--- src/rtl/arb3_pkg.sv ---
// Shared state codes, state type and default tenure limit for the 3-channel grant controller.
package arb3_pkg;

  localparam logic [1:0] IDLE   = 2'b00;
  localparam logic [1:0] GRANT0 = 2'b01;
  localparam logic [1:0] GRANT1 = 2'b10;
  localparam logic [1:0] GRANT2 = 2'b11;

  typedef logic [1:0] arb_state_t;

  localparam int DEF_MAX_HOLD = 15;
  localparam int HOLD_W       = 4;

  function automatic logic [2:0] state_to_gnt(arb_state_t s);
    logic [2:0] g;
    g = 3'b000;
    case (s)
      GRANT0:  g = 3'b001;
      GRANT1:  g = 3'b010;
      GRANT2:  g = 3'b100;
      default: g = 3'b000;
    endcase
    return g;
  endfunction

endpackage

--- src/rtl/arb3_hold_timer.sv ---
// Grant tenure counter: cleared on grant entry, counts granted cycles, flags the last allowed one.
module arb3_hold_timer
  import arb3_pkg::*;
#(
  parameter int MAX_HOLD = DEF_MAX_HOLD
) (
  input  logic clk,
  input  logic rst,
  input  logic clear,
  input  logic enable,
  output logic expire
);

  logic [HOLD_W-1:0] cnt_q, cnt_d;

  always_comb begin
    cnt_d = cnt_q;
    if (clear) begin
      cnt_d = '0;
    end else if (enable) begin
      cnt_d = cnt_q + {{(HOLD_W-1){1'b0}}, 1'b1};
    end
  end

  always_ff @(posedge clk) begin
    if (rst) begin
      cnt_q <= '0;
    end else begin
      cnt_q <= cnt_d;
    end
  end

  // Count holds granted-cycle index minus one, so this fires in the MAX_HOLD-th granted cycle.
  assign expire = enable && (cnt_q == HOLD_W'(MAX_HOLD - 1));

endmodule

--- src/rtl/arb3_grant_ctrl.sv ---
// Three-channel grant controller: loads the external next-state code from IDLE, tracks tenure,
// releases on done / request drop / tenure limit, and keeps saturating per-channel grant counts.
module arb3_grant_ctrl
  import arb3_pkg::*;
#(
  parameter int MAX_HOLD = DEF_MAX_HOLD,
  parameter int CNT_W    = 8
) (
  input  logic             clk,
  input  logic             rst,
  input  logic [2:0]       req,
  input  logic [1:0]       ns,
  input  logic [2:0]       done,
  output logic [1:0]       q,
  output logic [2:0]       gnt,
  output logic             busy,
  output logic             timeout,
  output logic             err,
  output logic [CNT_W-1:0] gcnt0,
  output logic [CNT_W-1:0] gcnt1,
  output logic [CNT_W-1:0] gcnt2
);

  // Channel k requests by holding req[k]; a grant lasts while req[k] stays high and ends on a
  // one-cycle done[k], a req[k] drop, or the tenure limit. Every output is a register or a
  // decode of the state register, so no input reaches an output combinationally.
  arb_state_t            state_q, state_d;
  logic [2:0]            gnt_q, gnt_d;
  logic                  timeout_q, timeout_d;
  logic                  err_q, err_d;
  logic [2:0][CNT_W-1:0] gcnt_q, gcnt_d;
  logic                  grant_entry;
  logic                  hold_expire;
  logic                  held;
  logic [1:0]            ns_idx;
  logic [1:0]            cur_idx;

  assign held    = (state_q != IDLE);
  assign ns_idx  = ns - 2'd1;
  assign cur_idx = state_q - 2'd1;

  always_comb begin
    state_d     = state_q;
    timeout_d   = 1'b0;
    err_d       = 1'b0;
    grant_entry = 1'b0;
    gcnt_d      = gcnt_q;
    if (!held) begin
      if (ns != IDLE) begin
        if (req[ns_idx]) begin
          state_d     = ns;
          grant_entry = 1'b1;
          if (gcnt_q[ns_idx] != {CNT_W{1'b1}}) begin
            gcnt_d[ns_idx] = gcnt_q[ns_idx] + {{(CNT_W-1){1'b0}}, 1'b1};
          end
        end else begin
          err_d = 1'b1;
        end
      end
    end else begin
      // A real release takes priority over the tenure limit, suppressing the timeout pulse.
      if (done[cur_idx] || !req[cur_idx]) begin
        state_d = IDLE;
      end else if (hold_expire) begin
        state_d   = IDLE;
        timeout_d = 1'b1;
      end
    end
    gnt_d = state_to_gnt(state_d);
  end

  always_ff @(posedge clk) begin
    if (rst) begin
      state_q   <= IDLE;
      gnt_q     <= 3'b000;
      timeout_q <= 1'b0;
      err_q     <= 1'b0;
      gcnt_q    <= '0;
    end else begin
      state_q   <= state_d;
      gnt_q     <= gnt_d;
      timeout_q <= timeout_d;
      err_q     <= err_d;
      gcnt_q    <= gcnt_d;
    end
  end

  arb3_hold_timer #(
    .MAX_HOLD (MAX_HOLD)
  ) u_hold_timer (
    .clk    (clk),
    .rst    (rst),
    .clear  (grant_entry),
    .enable (held),
    .expire (hold_expire)
  );

  assign q       = state_q;
  assign gnt     = gnt_q;
  assign busy    = held;
  assign timeout = timeout_q;
  assign err     = err_q;
  assign gcnt0   = gcnt_q[0];
  assign gcnt1   = gcnt_q[1];
  assign gcnt2   = gcnt_q[2];

endmodule

--- config.mk ---
export PLATFORM = sky130hd
export DESIGN_NAME = arb3_grant_ctrl
export DESIGN_NICKNAME = d
export VERILOG_FILES = /design/src/rtl/arb3_pkg.sv /design/src/rtl/arb3_hold_timer.sv /design/src/rtl/arb3_grant_ctrl.sv
export SDC_FILE = /design/constraint.sdc
export NUM_CORES = 1
export LEC_CHECK = 0
export CAP_MARGIN = 10
export CORE_ASPECT_RATIO = 0.8
export CORE_MARGIN = 1
export CORE_UTILIZATION = 45
export CTS_CLUSTER_SIZE = 14
export DETAILED_ROUTE_END_ITERATION = 8
export GPL_ROUTABILITY_DRIVEN = 0
export PLACE_DENSITY = 0.75
export REMOVE_ABC_BUFFERS = 1
export SETUP_SLACK_MARGIN = 0.1
export SKIP_CTS_REPAIR_TIMING = 1
export SLEW_MARGIN = 10
export SYNTH_ARGS = -nofsm -noshare
export SYNTH_HDL_FRONTEND = slang
export SYNTH_SLANG_ARGS = --single-unit
--- constraint.sdc ---
create_clock -name clk -period 3.16 [get_ports clk]
set_input_delay 0.632 -clock clk [delete_from_list [all_inputs] [get_ports clk]]
set_output_delay 0.632 -clock clk [all_outputs]
set_load 0.02 [all_outputs]
==> impl_metrics.csv <==
group,metric,value,unit
run_status,run_status,"finished clean",
sta,hold_viol_final,0,
floorplan,die_w,74.4,um
worst_setup_path,path_max_fanout,5,
synthesis,ys_ff_latch,35,
synthesis,synth_fa_ha_area_share,5.30,%
worst_setup_path,critPathLaunchType,"primary input",
detailed_routing,via_count,1603,
clock_network,cts_htree_levels,2,
synthesis,synth_top_family_by_area,"simple AND/OR/NAND/NOR gates",
sta,fmax,0.337,GHz
sta,fin_skew,0.00535,ns
synthesis,yosys.area_share.simple,19.7,%
finish,nNetsFinal,273,
worst_setup_path,rrSetupSlack,1.08,ns
global_routing,grt.overflow.total,0,
clock_network,clk_pin_slew,0.07,ns
synthesis,synth_edf_count,0,
worst_setup_path,reg2reg_to,"gnt[2]",
worst_setup_path,r2r-start,"q[0]",
synthesis,synth_xor_xnor_area_share,4.17,%
synthesis,yosys_warnings,0,
clock_network,clkLatencyLatePin,0.28,ns
synthesis,netlist_instances,189,
detailed_routing,drt-initial-drc-count,112,
synthesis,synth.top_cell.area_share,37.1,%
clock_network,clock-sinks,35,
sta,fin_crit_sh,93.9,%
global_routing,grt_pass1_vias,1437,
worst_setup_path,worstRegToRegCells,8,
detailed_routing,drtPass1Iterations,4,
clock_network,cts_tree,"yes",
floorplan,row_count,20,
detailed_routing,avgViaCountPerCell,5.15,
worst_setup_path,cp_data_arrival_time,3.11,ns
pwr,max-vdd-ir-drop,0.000287,V
sta,slew_headroom,45.5,%
pwr,leakage,1.02,nW
pwr,p_per_area,379,nW/um^2
sta,final_max_slew_viol_count,0,
synthesis,yosysMostFrequentCell,"dfxtp_1",
synthesis,synth-compound-area-share,14.2,%
finish,synthToLayoutAreaGrowth,40.4,%
synthesis,netlist_area,1890,um^2
synthesis,synth_ff_type,"dfxtp_1",
global_routing,grt_pass1_wl,6.62,mm
min_path,holdPathEnd,"timeout",
pwr,p_total,1.01,mW
min_path,hold_class,"flop to flop",
synthesis,async_reset_ff_share,0,%
clock_network,cts_buffer_depth,2,
detailed_routing,drt-total-wl,4.31,mm
global_routing,grt_max_degree,26,
synthesis,synthMuxAreaShare,15.0,%
job,cap_violations,0,
sta,fin_crit,2.97,ns
worst_setup_path,crit_required,3.30,ns
worst_setup_path,crit_path_end_kind,"flop",
global_routing,grt_util_all_layers,20.3,%
detailed_routing,ant_nets,0,
min_path,hold_path_depth,2,
synthesis,yosysTopAreaCell,"dfxtp_1",
placement,dp_hpwl,3.31,mm
sta,finalSetupViolCount,0,
global_routing,antenna_found_initial,0,
synthesis,ys_seq_area_share,37.1,%
sta,worst_pin_slew,0.816,ns
floorplan,ios,42,
synthesis,synth_common_cells,"dfxtp_1, nor2_1, mux2i_1",
synthesis,synth.distinct_cells,37,
worst_setup_path,critPathLaunch,"ns[1]",
clock_network,cts_buffers,5,
synthesis,yosys-top-cells-area,"dfxtp_1, mux2i_1, ha_1, nor2_1, a22oi_2",
floorplan,core_area,3900,um^2
floorplan,die_h,60.0,um
placement,io_buffers,41,
synthesis,syn_avg_cell_area,10.0,um^2
sta,worst_hold_slack,0.503,ns
floorplan,initial_core_util,48.4,%
sta,rsz0062_at_grt,"false",
worst_setup_path,critPathKind,"primary input to flop",
finish,drive_gt1_share,24.2,%
floorplan,fp.dieArea,4460,um^2
detailed_routing,post_drt_wl_per_cell,13.9,um
clock_network,root_buffer,"clkbuf_8",
detailed_routing,drc,0,
finish,diodes,0,
finish,nFillCells,325,
min_path,hold_start,"u_hold_timer.cnt_q[3]",
==> routing by layer <==
| layer | vias to the layer above | track usage, % | share of wire [%] |
|---|---|---|---|
| met5 | - | 0 | 0 |
| met2 | 47 | 29.9 | 43 |
| met3 | 9 | 5.73 | 4.9 |
| met1 | 753 | 28.3 | 50 |
| li1 | 794 | - | - |
| met4 | 0 | 7.28 | 1.7 |
==> cells by family (layout without fill, tap and decap cells) <==
logic type	Yosys count	after routing
simple gates	65	65
flops	35	35
compound gates	29	29
mux	26	26
buf+inv	17	84
xor+xnor	9	9
fa+ha+maj	8	8
==> where the power goes <==
| group | total [mW] | switching, mW | leakage, nW | internal (mW) |
|---|---|---|---|---|
| clock network | 0.349 | 0.150 | 0.0515 | 0.199 |
| logic | 0.194 | 0.102 | 0.690 | 0.0923 |
| registers | 0.463 | 0.00896 | 0.283 | 0.454 |
==> sequential cells by signal (all words and copies together), names as in the netlist <==
name and cells:
gcnt2 8, timeout 1, u_hold_timer.cnt_q 4, q 2, gcnt0 8, gcnt1 8, err 1, gnt 3
==> cells in the final DEF, fill, tap and decap left out, types with 2 or more instances in the layout <==
cell type / n
xor2_1: 2
clkdlybuf4s50_1: 41
clkbuf_8: 7
a21oi_4: 3
a22oi_2: 7
nor3_1: 8
nor2b_1: 6
a31oi_1: 2
nand2b_2: 3
nand3_1: 6
nand2_1: 4
o21a_1: 2
dfxtp_1: 35
inv_2: 2
mux2i_1: 17
o22ai_1: 10
nand2b_1: 10
mux2_4: 3
ha_1: 7
nor2_1: 21
buf_6: 2
buf_4: 23
inv_1: 7
mux2_2: 5
xnor2_1: 7
==> critical path, stage by stage <==
cell             delay, ns
clkdlybuf4s50_1       0.51
inv_2                 0.07
ha_4                  0.29
mux2_2                0.34
a22oi_2               0.14
inv_1                 0.06
ha_1                  0.21
nor4b_4               0.13
buf_4                 0.17
a21oi_4               0.16
buf_4                 0.16
mux2i_1               0.18
nor2_1                0.05
==> final cells by class <==
type	instances	area [um^2]	share of cell area (%)
Tap cell	55	68.8	2.59
Timing Repair Buffer	67	626	23.6
Multi-Input combinational cell	137	1120	42.4
Clock buffer	8	100	3.77
Inverter	9	33.8	1.27
Sequential cell	35	701	26.4
==> stage by stage <==
| step | area (um^2) | util (%) | worst slack, ns | instances | setup TNS, ns |
|---|---|---|---|---|---|
| global placement | 2500 | 64.0 | -0.131 | 300 | -2.39 |
| CTS | 2600 | 66.6 | 0.0636 | 308 | 0 |
| detailed placement | 2500 | 64.0 | -0.220 | 300 | -4.29 |
| floorplan | 1840 | - | 0.123 | 181 | 0 |
| finish | 2650 | 67.9 | 0.193 | 311 | 0 |
| global route | 2650 | 67.9 | 0.113 | 311 | 0 |
==> worst max-delay path by stage <==
stage / to / slack [ns]
final: gcnt0[4] / 0.19
after global routing: gcnt2[4] / 0.11
after CTS: gcnt1[0] / 0.06
after detailed placement: gcnt1[0] / -0.22
after global placement: gcnt1[0] / -0.13
after floorplan: gcnt0[0] / 0.12
Note: power is estimated with default switching activity, not from simulation.
